--- src/rtl/vocab_pkg.sv ---
// Shared types and helpers for the vocabulary SRAM writer.
package vocab_pkg;

   typedef enum logic [2:0] {
      IDLE  = 3'd0,
      LOAD  = 3'd1,
      WRITE = 3'd2,
      TERM  = 3'd3,
      SEAL  = 3'd4,
      DONE  = 3'd5
   } vocab_wr_state_t;

   localparam logic [63:0] NULL_CHAR = '0;

   // nz[i] is 1 when char i is non-zero; result is the index of the first
   // zero char, or wl when the word fills every slot.
   function automatic int word_len(input logic [31:0] nz, input int wl);
      word_len = wl;
      for (int i = 31; i >= 0; i--) begin
         if (i < wl && !nz[i]) word_len = i;
      end
   endfunction

endpackage

--- src/rtl/vocab_addr_ctr.sv ---
// Write-pointer counter for the vocab SRAM, with the remaining-space compare.
module vocab_addr_ctr #(
   parameter int ADDR_WIDTH = 4
) (
   input  logic                  clk,
   input  logic                  rst_n,
   input  logic                  clr,
   input  logic                  load,
   input  logic [ADDR_WIDTH-1:0] load_val,
   input  logic                  inc,
   input  logic [ADDR_WIDTH:0]   need,
   output logic [ADDR_WIDTH-1:0] ptr,
   output logic [ADDR_WIDTH-1:0] ptr_nxt,
   output logic                  fits
);

   // Top address is kept free for the end-of-vocabulary marker.
   localparam logic [ADDR_WIDTH:0] LAST_DATA = {1'b0, {ADDR_WIDTH{1'b1}}};

   always_comb begin
      ptr_nxt = ptr;
      if (clr)       ptr_nxt = '0;
      else if (load) ptr_nxt = load_val;
      else if (inc)  ptr_nxt = ptr + 1'b1;
   end

   always_ff @(posedge clk or negedge rst_n) begin
      if (!rst_n) ptr <= '0;
      else        ptr <= ptr_nxt;
   end

   assign fits = ({1'b0, ptr} + need) <= LAST_DATA;

endmodule

--- src/rtl/vocab_writer.sv ---
// Packs words into the vocab SRAM as NUL-terminated strings, sealed by a marker.
// Optional feature: VOCAB_WRITER_COUNT_EN adds the word_count output.
module vocab_writer
   import vocab_pkg::*;
#(
   parameter int ADDR_WIDTH  = 4,
   parameter int WORD_LENGTH = 3,
   parameter int DATA_WIDTH  = 8
) (
   input  logic                              clk,
   input  logic                              rst_n,
   input  logic                              in_valid,
   output logic                              in_ready,
   input  logic [WORD_LENGTH*DATA_WIDTH-1:0] word,
   input  logic                              seal,
   output logic                              mem_cs,
   output logic                              mem_we,
   output logic [ADDR_WIDTH-1:0]             mem_addr,
   output logic [DATA_WIDTH-1:0]             mem_din,
   output logic                              full,
   output logic                              sealed
`ifdef VOCAB_WRITER_COUNT_EN
   ,
   output logic [ADDR_WIDTH-1:0]             word_count
`endif
);

   localparam int CW = $clog2(WORD_LENGTH + 1);

   vocab_wr_state_t                  state, state_d;
   logic [WORD_LENGTH*DATA_WIDTH-1:0] word_q;
   logic [DATA_WIDTH-1:0]            chars [WORD_LENGTH];
   logic [WORD_LENGTH-1:0]           nz;
   logic [CW-1:0]                    n, idx, idx_d;
   logic [ADDR_WIDTH:0]              need;
   logic [ADDR_WIDTH-1:0]            wr_ptr, ptr_nxt;
   logic                             fits, word_ld, full_set, ptr_inc;
   logic                             mem_we_d;
   logic [ADDR_WIDTH-1:0]            mem_addr_d;
   logic [DATA_WIDTH-1:0]            mem_din_d;

   always_comb begin
      for (int i = 0; i < WORD_LENGTH; i++) begin
         chars[i] = word_q[i*DATA_WIDTH +: DATA_WIDTH];
         nz[i]    = |chars[i];
      end
      n = CW'(word_len(32'(nz), WORD_LENGTH));
   end

   assign need = (ADDR_WIDTH+1)'(n) + (ADDR_WIDTH+1)'(1);

   vocab_addr_ctr #(.ADDR_WIDTH(ADDR_WIDTH)) u_addr_ctr (
      .clk      (clk),
      .rst_n    (rst_n),
      .clr      (1'b0),
      .load     (1'b0),
      .load_val ('0),
      .inc      (ptr_inc),
      .need     (need),
      .ptr      (wr_ptr),
      .ptr_nxt  (ptr_nxt),
      .fits     (fits)
   );

   // Handshake: a word transfers on a posedge where in_valid && in_ready;
   // upstream keeps word stable until then, and seal wins over in_valid.
   always_comb begin
      state_d  = state;
      idx_d    = idx;
      word_ld  = 1'b0;
      full_set = 1'b0;
      ptr_inc  = 1'b0;
      case (state)
         IDLE: begin
            if (seal) begin
               state_d = SEAL;
            end else if (in_valid) begin
               word_ld = 1'b1;
               state_d = LOAD;
            end
         end
         LOAD: begin
            if (n == '0) begin
               state_d = IDLE;
            end else if (fits) begin
               idx_d   = '0;
               state_d = WRITE;
            end else begin
               full_set = 1'b1;
               state_d  = IDLE;
            end
         end
         WRITE: begin
            ptr_inc = 1'b1;
            if (idx == n - 1'b1) state_d = TERM;
            else                 idx_d   = idx + 1'b1;
         end
         TERM: begin
            ptr_inc = 1'b1;
            state_d = IDLE;
         end
         SEAL:    state_d = DONE;
         DONE:    state_d = DONE;
         default: state_d = IDLE;
      endcase
   end

   // Next values of the registered SRAM port, aligned to the state being entered.
   always_comb begin
      mem_we_d   = 1'b0;
      mem_addr_d = ptr_nxt;
      mem_din_d  = NULL_CHAR[DATA_WIDTH-1:0];
      case (state_d)
         WRITE: begin
            mem_we_d  = 1'b1;
            mem_din_d = chars[idx_d];
         end
         TERM, SEAL: mem_we_d = 1'b1;
         default:    mem_we_d = 1'b0;
      endcase
   end

   always_ff @(posedge clk or negedge rst_n) begin
      if (!rst_n) begin
         state    <= IDLE;
         idx      <= '0;
         word_q   <= '0;
         in_ready <= 1'b0;
         mem_cs   <= 1'b0;
         mem_we   <= 1'b0;
         mem_addr <= '0;
         mem_din  <= '0;
         full     <= 1'b0;
         sealed   <= 1'b0;
      end else begin
         state    <= state_d;
         idx      <= idx_d;
         if (word_ld) word_q <= word;
         in_ready <= (state_d == IDLE);
         mem_cs   <= mem_we_d;
         mem_we   <= mem_we_d;
         mem_addr <= mem_addr_d;
         mem_din  <= mem_din_d;
         full     <= full | full_set;
         sealed   <= (state_d == DONE);
      end
   end

`ifdef VOCAB_WRITER_COUNT_EN
   always_ff @(posedge clk or negedge rst_n) begin
      if (!rst_n) begin
         word_count <= '0;
      end else if (state == TERM && word_count != {ADDR_WIDTH{1'b1}}) begin
         word_count <= word_count + 1'b1;
      end
   end
`endif

endmodule

--- config.mk ---
export PLATFORM = sky130hd
export DESIGN_NAME = vocab_writer
export DESIGN_NICKNAME = d
export VERILOG_FILES = /design/src/rtl/vocab_pkg.sv /design/src/rtl/vocab_addr_ctr.sv /design/src/rtl/vocab_writer.sv
export SDC_FILE = /design/constraint.sdc
export NUM_CORES = 1
export LEC_CHECK = 0
export ABC_AREA = 1
export BUFFER_PORTS_ARGS = -buffer_cell sky130_fd_sc_hd__buf_2
export CORE_ASPECT_RATIO = 0.7
export CORE_UTILIZATION = 30
export CTS_BUF_LIST = sky130_fd_sc_hd__clkbuf_16
export DETAILED_ROUTE_END_ITERATION = 10
export PLACE_DENSITY_LB_ADDON = 0.3
export SKIP_CTS_REPAIR_TIMING = 1
export SYNTH_ARGS = -nofsm -noshare
export SYNTH_HDL_FRONTEND = slang
export SYNTH_SLANG_ARGS = --single-unit
--- constraint.sdc ---
create_clock -name clk -period 2.75 [get_ports clk]
set_input_delay 0.275 -clock clk [delete_from_list [all_inputs] [get_ports clk]]
set_output_delay 0.275 -clock clk [all_outputs]
set_load 0.005 [all_outputs]
==> out/metrics.yaml <==
final_layout:
  fillers: 784
  number_of_antenna_diodes: 0
  drive_above_1_share_pct: 24.0
  areaGrowthSynthToFinish_pct: 21.2
  nets: 356
clock_network:
  worstSkewPairLatency_ns: 0.29
  cts.htree.levels: 2
  clkTransAtPathRegs_ns: 0.06
  cts_buffers: 5
  cts_max_path_buffers: 2
  cts_tree: "done"
  ctsRootBufferMaster: "sky130_fd_sc_hd__clkbuf_16"
  cts_sinks: 45
floorplan:
  start_util_pct: 31.0
  die_height_um: 74.8
  die-area_um2: 7920
  top_level_ports: 45
  dieWidth_um: 106
  core_um2: 7320
  num_rows: 26
synth:
  synthArstFlopShare_pct: 100
  ys_top_cells_by_area: "sky130_fd_sc_hd__dfrtp_1 (50%), sky130_fd_sc_hd__nand2_1 (17%), sky130_fd_sc_hd__nand3_1 (6.6%)"
  yosys.area_share.simple_pct: 33.1
  synth_flop_cell: "sky130_fd_sc_hd__dfrtp_1"
  synth_top_family_by_area: "simple AND/OR/NAND/NOR gates"
  synth_area_leader_cell: "sky130_fd_sc_hd__dfrtp_1"
  netlist_top_cells_count: "sky130_fd_sc_hd__nand2_1 (100), sky130_fd_sc_hd__dfrtp_1 (45), sky130_fd_sc_hd__nand3_1 (30), sky130_fd_sc_hd__nor2_1 (24), sky130_fd_sc_hd__inv_1 (17)"
  synth.avg_cell_area_um2: 8.16
  flop_and_latch_count_out_of_synthesis: 45
  number_of_enable_type_register_cells_in_the_synthesized_netlist: 0
  yosysMostFrequentCell: "sky130_fd_sc_hd__nand2_1"
  post_synthesis_xor_xnor_area_fraction_pct: 2.26
  synthesis.nets: 310
  synth-compound-area-share_pct: 6.12
  synth.distinct_cells: 30
  yosys_warnings: 0
  synth_adder_area_share_pct: 2.54
  syn_area_um2: 2270
  synth.mux.area_fraction_pct: 0
  syn_inst: 278
  synth_top_cell_area_share_pct: 49.6
  seq_area_frac_synth_pct: 49.6
worst_setup_path:
  worst_ep_arrival_time_ns: 2.74
  path_class: "flop to flop"
  critical_path.slowest_cell: "sky130_fd_sc_hd__dfrtp_1"
  delay_of_the_slowest_cell_on_the_worst_path_ns: 0.41
  crit_fanout: 14
  cp_common_cell: "sky130_fd_sc_hd__nand2_1"
  critPathCaptureType: "flop"
  worst_setup_path_start_kind: "flop"
  timing.critical_path.cells: "inv_2 > nand2_1 > nor2_1 > nand2_1 > nand2_2 > nand2_2 > ha_1 > fa_1 > nor2_2 > nor2_2 > inv_2 > nand3_4 > nand2_4 > nand2_1 > nand2_1 > a21oi_1 > nor2_1"
  cp.required_ns: 2.95
sta:
  timing.final.crit_share_pct: 92.5
  skew_ns: 0.00466
  report.final.slew_viol_count: 0
  timing_worst_slew_pin_value_ns: 0.994
  achievable-frequency_mhz: 393
  finalHoldViolCount: 0
  timing.final.setup_violations: 0
  fin_setup_tns_ns: 0
  final_period_minus_worst_setup_slack_ns: 2.54
  worst_slew_margin_rel_pct: 33.7
route:
  avgRoutedWirePerCell_um: 12.1
  drt_drc_violations_left: 1
  ant_nets: 0
  drt_iter0_markers: 81
  avgViaCountPerCell: 4.41
  vias: 1867
  drtPass1Iterations: 7
  postRouteWirelength_um: 5100
placement:
  hpwl_um: 3810
  io_buffer_count: 44
  global_placement_routability_congestion: 0.820
pwr:
  finalPower_mw: 1.37
  leak_pwr_nw: 1.43
  ir_worst_vdd_mv: 0.225
  power_density_nw_per_um2: 498
global_route:
  first_pass_grt_wire_length_um: 8630
  grt_antenna_before_repair: 0
  grt_util_all_layers_pct: 14.4
  grt_remaining_overflow: 0
  grt_pass1_vias: 1747
  grt_max_degree: 46
hold_path:
  worstHoldPathType: "primary input to asynchronous set/reset pin"
outcome:
  failed_checks: "DRC"
  run_status: "finished with violations"
flow_run:
  max_cap_viol_count: 0
==> registers in the layout (all words and copies together) (netlist names) <==
name,count
idx,2
state,3
u_addr_ctr.ptr,4
mem_din,8
sealed,1
mem_we,1
word_q,24
in_ready,1
full,1
==> through the flow <==
| step | utilization (%) | instance area (um^2) | cells | hold slack, ns | worst slack, ns |
|---|---|---|---|---|---|
| floorplan | - | 2270 | 278 | -0.0206 | 0.461 |
| global placement | 35.2 | 2580 | 413 | 0.462 | 0.195 |
| detailed placement | 35.2 | 2580 | 413 | 0.470 | 0.151 |
| CTS | 37.1 | 2710 | 421 | 0.184 | 0.107 |
| global route | 37.6 | 2750 | 423 | 0.203 | -0.00513 |
| finish | 37.6 | 2750 | 423 | 0.152 | 0.207 |
==> kinds of logic after synthesis <==
group,count (synthesis)
and+or+nand+nor,169
DFF,45
buffers and inverters,32
AOI/OAI and AO/OA,23
xor gates and xnor gates,5
adders and majority gates,4
==> routing by layer <==
metal	global-route usage [%]	up-vias	wire length, um
li1	-	965	-
met1	22.3	857	2870
met2	19.5	38	1940
met3	3.20	7	232
met4	4.63	0	62
met5	0	-	0
==> critical path: cells and delay by family, from the launching register on <==
| family | cells | cell delay, ns |
|---|---|---|
| compound gates | 1 | 0.05 |
| flops | 1 | 0.41 |
| buf+inv | 2 | 0.14 |
| simple gates | 12 | 1.26 |
| fa+ha+maj | 2 | 0.60 |
==> area by class of cell <==
type	count	area, um^2	area share, %
flip-flops and latches	45	1130	40.9
clock buffers	5	125	4.55
inverters	23	86.3	3.14
clock inverters	3	12.5	0.455
well taps	98	123	4.46
multi-input cells	201	1030	37.4
repair buffers	48	250	9.10
==> report_power, final <==
group	internal, mW	switching, mW	total [mW]
logic	0.0426	0.0649	0.108
registers	0.678	0.0120	0.690
clock network	0.329	0.244	0.573
total	1.05	0.321	1.37
==> cell usage in the layout (no fill, tap or decap), types with 4 or more instances in the layout <==
cell                        instances
sky130_fd_sc_hd__buf_2             44
sky130_fd_sc_hd__a21oi_1            9
sky130_fd_sc_hd__buf_4              4
sky130_fd_sc_hd__clkbuf_16          5
sky130_fd_sc_hd__nand3_1           30
sky130_fd_sc_hd__dfrtp_1           45
sky130_fd_sc_hd__nand2_1          100
sky130_fd_sc_hd__nand2_2            4
sky130_fd_sc_hd__o21ai_0            9
sky130_fd_sc_hd__nor2_1            23
sky130_fd_sc_hd__inv_2              6
sky130_fd_sc_hd__inv_1             17
==> worst paths after layout <==
path	startpoint	endpoint	slack, ns	cells past startpoint
max	word_q[12]	mem_din[5]	0.21	17
min	rst_n	u_addr_ctr.ptr[0]	0.15	1
max reg2reg	word_q[12]	mem_din[5]	0.21	17
min reg2reg	full	full	0.48	1
max in group asynchronous	rst_n	word_q[7]	1.98	1
min in group clk	word[7]	word_q[7]	0.19	3
(Power assumes the default switching activity.)
